<file path="src/rtl/selector_frecuencia_pkg.sv">
// selector_frecuencia_pkg: frequency index width and bounds shared across the DPWM datapath
package selector_frecuencia_pkg;
  localparam int IDX_W = 3;
  typedef logic [IDX_W-1:0] idx_t;
  localparam idx_t NUM_MIN = 3'd0;
  localparam idx_t NUM_MAX = 3'd7;
endpackage

</file>
<file path="src/rtl/selector_frecuencia_antirrebote.sv">
// antirrebote: 2-flop synchronizer followed by a stable-count debouncer
module antirrebote #(
  parameter int DEBOUNCE_CYCLES = 1000000
) (
  input  logic CLK,
  input  logic reset,
  input  logic in,
  output logic out
);
  localparam int W = $clog2(DEBOUNCE_CYCLES + 1);
  logic s1, s2;
  logic [W-1:0] cnt;
  always_ff @(posedge CLK or negedge reset)
    if (!reset) begin
      s1  <= 1'b0;
      s2  <= 1'b0;
      out <= 1'b0;
      cnt <= '0;
    end else begin
      s1 <= in;
      s2 <= s1;
      if (s2 == out) cnt <= '0;
      else if (cnt == W'(DEBOUNCE_CYCLES - 1)) begin
        out <= ~out;
        cnt <= '0;
      end else cnt <= cnt + 1'b1;
    end
endmodule

</file>
<file path="src/rtl/selector_frecuencia.sv">
// selector_frecuencia: debounced up/down buttons with auto-repeat stepping a saturating 0..7 index
module selector_frecuencia
  import selector_frecuencia_pkg::*;
#(
  parameter int DEBOUNCE_CYCLES = 1000000,
  parameter int REPEAT_DELAY    = 50000000,
  parameter int REPEAT_RATE     = 20000000,
  parameter int CNT_W           = 26
) (
  input  logic CLK,
  input  logic reset,
  input  logic btn_up,
  input  logic btn_down,
  output idx_t num_frecuencia,
  output logic cambio,
  output logic en_min,
  output logic en_max
);
  logic [1:0] raw, deb, req;
  logic both, up, dn;
  idx_t num_q;
  assign raw = {btn_down, btn_up};
  for (genvar i = 0; i < 2; i++) begin : g_btn
    logic prev, rep;
    logic [CNT_W-1:0] hold;
    antirrebote #(.DEBOUNCE_CYCLES(DEBOUNCE_CYCLES)) u_db (
      .CLK(CLK),
      .reset(reset),
      .in(raw[i]),
      .out(deb[i])
    );
    // hold restarts at 1 on every request, so it measures cycles since the last step request
    assign req[i] = deb[i] & (~prev | (hold == (rep ? CNT_W'(REPEAT_RATE) : CNT_W'(REPEAT_DELAY))));
    always_ff @(posedge CLK or negedge reset)
      if (!reset) begin
        prev <= 1'b0;
        rep  <= 1'b0;
        hold <= '0;
      end else begin
        prev <= deb[i];
        rep  <= deb[i] & (rep | (req[i] & prev));
        hold <= !deb[i] ? '0 : req[i] ? CNT_W'(1) : hold + 1'b1;
      end
  end
  assign both   = &deb;
  assign up     = req[0] & ~both & (num_frecuencia != NUM_MAX);
  assign dn     = req[1] & ~both & (num_frecuencia != NUM_MIN);
  assign en_min = num_frecuencia == NUM_MIN;
  assign en_max = num_frecuencia == NUM_MAX;
  always_ff @(posedge CLK or negedge reset)
    if (!reset) begin
      num_frecuencia <= NUM_MIN;
      num_q          <= NUM_MIN;
      cambio         <= 1'b0;
    end else begin
      num_q          <= num_frecuencia;
      cambio         <= num_frecuencia != num_q;
      num_frecuencia <= up ? num_frecuencia + idx_t'(1) : dn ? num_frecuencia - idx_t'(1) : num_frecuencia;
    end
endmodule

</file>
<file path="config.mk">
export PLATFORM = sky130hd
export DESIGN_NAME = selector_frecuencia
export DESIGN_NICKNAME = d
export VERILOG_FILES = /design/src/rtl/selector_frecuencia_pkg.sv /design/src/rtl/selector_frecuencia_antirrebote.sv /design/src/rtl/selector_frecuencia.sv
export SDC_FILE = /design/constraint.sdc
export NUM_CORES = 1
export LEC_CHECK = 0
export CAP_MARGIN = 20
export CELL_PAD_IN_SITES_DETAIL_PLACEMENT = 1
export CELL_PAD_IN_SITES_GLOBAL_PLACEMENT = 1
export CORE_MARGIN = 10
export CORE_UTILIZATION = 40
export DETAILED_ROUTE_END_ITERATION = 8
export PLACE_DENSITY = 0.7
export SYNTH_ARGS = -nofsm -noshare
export SYNTH_HDL_FRONTEND = slang
export SYNTH_SLANG_ARGS = --single-unit
export TNS_END_PERCENT = 10
</file>
<file path="constraint.sdc">
create_clock -name CLK -period 3.2 [get_ports CLK]
set_clock_uncertainty 0.2 [all_clocks]
set_input_delay 0.32 -clock CLK [delete_from_list [all_inputs] [get_ports CLK]]
set_output_delay 0.32 -clock CLK [all_outputs]
set_load 0.02 [all_outputs]
</file>
==> metrics.txt, run 1 <==
critical path peak fanout=6; Die ar.=18000 um2; n_diodes=0; CTS tree=built; status=finished clean; clock buffer depth=2; Area growth syn-to-layout=11.6%; register area share after synthesis=0.522; # setup viols final=0; largest net degree at the start of global routing=69; Leak=between 2 and 2.5 nW; clock period minus worst slack=roughly 2.7 ns; CP Launch Type=flip-flop; Via density=a little over 5; WL per Instance=15.7 um; routed wire length=between 10000 and 15000 um; max_slew headroom=0.576; fill cell total of the finished layout=between 1000 and 1500; NumNets Final=approximately 550; area leader, netlist=dfrtp_1; total CTS buffers=9; DR WL met3=about 350 um; Root Driver=clkbuf_16; MaxCap Viol Count=0; vias in the first global route=about 4000; critical path endpoint category=flip-flop; Min-Delay Path Class=reg2reg; post-synth cell types=43; Synth top area share=0.522; dominant synthesized flop cell=dfrtp_1; power per cell area=around 440 nW/um2; CP Launch Point=g_btn[0].hold[0]$_DFF_PN0_; clock-pin slew on the worst setup and hold paths=~0.070 ns; Clock Latency Late Sink=around 0.35 ns; fin. max-slew vios=0; Worst-Margin Slew=0.631 ns; Core ar.=12700 um2; RSZ-0062 raised after global routing=no; share of cells above drive strength 1=0.0589; synth warn=0; RR Startpoint=g_btn[0].hold[0]$_DFF_PN0_; syn_nets=~530; PortBufs=9; cells resized by post-CTS repair=0; GRT Util Overall=0.136; DR pass1 iterations=4; kind of critical path=reg2reg; H-tree Lvls=3; fin util=0.459; GRT overflow=0; # DRC=0; final hold vios=0; Die Height=approximately 130 um; Top Ports=10; vias post-DR=between 3000 and 4000; worst-case reg-to-reg path depth=11; EDFF count, synth=0; Critical Path AT=~2.8 ns; Synth Register Bits=roughly 110; Iter 0 DRT Violations=202; CP endpoint=num_frecuencia[2]$_DFFE_PN0P_; register area=2730 um2; antenna-violating nets left=0; Mapped Cells=between 500 and 600; first-pass GRT wire length=between 20000 and 25000 um; initial core utilization=0.411; DP Worst Slack=0.455 ns; Async S/R FF share, synth=1.00; metal1 wirelength=between 5000 and 6000 um; reg-to-reg critical path endpoint=num_frecuencia[2]$_DFFE_PN0P_; Req. time, crit path=~3.2 ns; Syn Area/Cell=10.0 um2; Synth Cell Area=5230 um2; setup TNS=0 ns; routability-driven placement congestion ratio=0.788; Multi-input gate area=about 2400 um2; CTS sink cnt=109; routed wl met2=around 5400 um; Final HPWL DP=between 7000 and 8000 um; DR top layer=met4; Area contributors post-synth=dfrtp_1 52%, nor2_1 8.0%, xor2_1 8.0%; f_max=about 360 MHz; Post-CTS Setup Bufs=0; worst hold stages=0; peak supply drop=between 0.0002 and 0.0003 V; initial antenna violation count=0; Final WS setup=roughly 0.46 ns; r2r setup slk=about 0.46 ns; Final Cycle Share=0.857; num rows=between 40 and 50; Die X=~130 um
final cells by class:
type	instances	area share
multi-input cells	386	0.409
clock inverters	5	0.00858
flip-flops and latches	109	0.467
well taps	172	0.0369
inverters	17	0.0109
clock buffers	11	0.0416
repair buffers	15	0.0253
cells by family (layout without fill, tap and decap cells):
family,Yosys count,after routing,share of synthesized area
flip-flops,109,109,0.522
buffers and inverters,27,48,0.0218
adder cells (fa/ha/maj),7,7,0.0182
AND/OR/NAND/NOR,270,270,0.259
XOR/XNOR,90,90,0.151
multiplexers,3,3,0.00718
AO/OA/AOI/OAI,16,16,0.0218
metrics by stage:
stage / hold WS (ns) / total power (W) / instances / area [um2]
2_1_floorplan: -0.176 / 0.00144 / 522 / 5230
3_3_place_gp: 0.141 / 0.00148 / 698 / 5530
3_5_place_dp: 0.140 / 0.00148 / 698 / 5530
4_1_cts: 0.160 / 0.00262 / 715 / 5840
5_1_grt: 0.165 / 0.00268 / 715 / 5840
6_report: 0.158 / 0.00257 / 715 / 5840
report_power, final:
| group | switching (W) | internal (W) |
|---|---|---|
| sequential | 0.00000800 | 0.00139 |
| combinational | 0.0000418 | 0.0000146 |
| clock | 0.000493 | 0.000624 |
| total | 0.000543 | 0.00202 |
registers in the layout, indices dropped and copies added, names as in the netlist:
name,count
g_btn.rep,2
num_frecuencia,3
g_btn.prev,2
g_btn.hold,52
g_btn.u_db.s2,2
g_btn.u_db.s1,2
num_q,3
g_btn.u_db.out,2
cambio,1
g_btn.u_db.cnt,40
layer usage:
layer | up-vias | track usage
met2 | 31 | 0.216
met1 | 1872 | 0.175
met5 | - | 0
met4 | 0 | 0.0405
met3 | 12 | 0.0370
li1 | 1786 | -
cells in the final DEF (no fill, tap or decap), drive strengths merged, types with 2 or more instances in the layout:
cell type / synthesis / layout
a21boi: 2 / 2
a21oi: 5 / 5
and3: 13 / 13
and4: 10 / 10
and4b: 2 / 2
buf: 8 / 6
clkbuf: 2 / 11
clkdlybuf4s50: 0 / 8
clkinv: 0 / 4
dfrtp: 109 / 109
ha: 6 / 6
inv: 17 / 17
mux2: 3 / 3
nand2: 32 / 32
nand2b: 3 / 3
nand3: 42 / 42
nand4: 10 / 10
nand4b: 2 / 2
nor2: 112 / 112
nor2b: 4 / 4
nor3: 14 / 14
nor3b: 3 / 3
nor4: 8 / 8
nor4b: 5 / 5
nor4bb: 4 / 4
o21ai: 2 / 2
o31a: 2 / 2
or3b: 2 / 2
xnor2: 42 / 42
xor2: 48 / 48
worst max-delay path, stage by stage, from the launching register on:
cell	delay, ns
dfrtp_1	0.43
inv_1	0.08
ha_1	0.13
nor3b_1	0.18
o2111ai_1	0.14
a21oi_1	0.26
nor2_1	0.16
nor2_1	0.14
inv_1	0.06
fa_1	0.39
o31a_1	0.32
xnor2_1	0.13
cells in the mapped netlist (2+ instances only):
library cell    n
dfrtp_1       109
nor4_1          8
nor2b_1         4
and4b_1         2
nor2_1        112
or3b_2          2
xor2_1         48
clkbuf_1        2
and3_1         12
a21boi_0        2
nand3_1        41
nor4bb_1        4
and4_1         10
o31a_1          2
xnor2_1        42
buf_2           7
nor3b_1         3
ha_1            6
a21oi_1         5
nand4_1        10
nor3_1         14
o21ai_0         2
nor4b_1         5
nand2_1        31
nand2b_1        3
nand4b_1        2
mux2_2          2
inv_1          17
timing repair:
action | CTS | global route
hold endpoints to repair | 41 | 0
hold buffers | 1 | 0
endpoints found under the setup margin | 0 | 0
worst min path at each step:
stage | from | endpoint | slack, ns
2_1_floorplan | reset | cambio$_DFF_PN0_ | -0.18
3_3_place_gp | g_btn[0].u_db.s1$_DFF_PN0_ | g_btn[0].u_db.s2$_DFF_PN0_ | 0.14
3_5_place_dp | g_btn[0].u_db.s1$_DFF_PN0_ | g_btn[0].u_db.s2$_DFF_PN0_ | 0.14
4_1_cts | g_btn[0].u_db.s1$_DFF_PN0_ | g_btn[0].u_db.s2$_DFF_PN0_ | 0.16
5_1_grt | g_btn[0].u_db.s1$_DFF_PN0_ | g_btn[0].u_db.s2$_DFF_PN0_ | 0.16
6_report | g_btn[0].u_db.s1$_DFF_PN0_ | g_btn[0].u_db.s2$_DFF_PN0_ | 0.16
Power figures use the tool's default switching activity.
==> run 2: changes to the inputs <==
- GPL_TIMING_DRIVEN: unset -> 1
==> results of run 2 <==
Same layout as run 1: the final DEF is identical, and so are final timing and power.
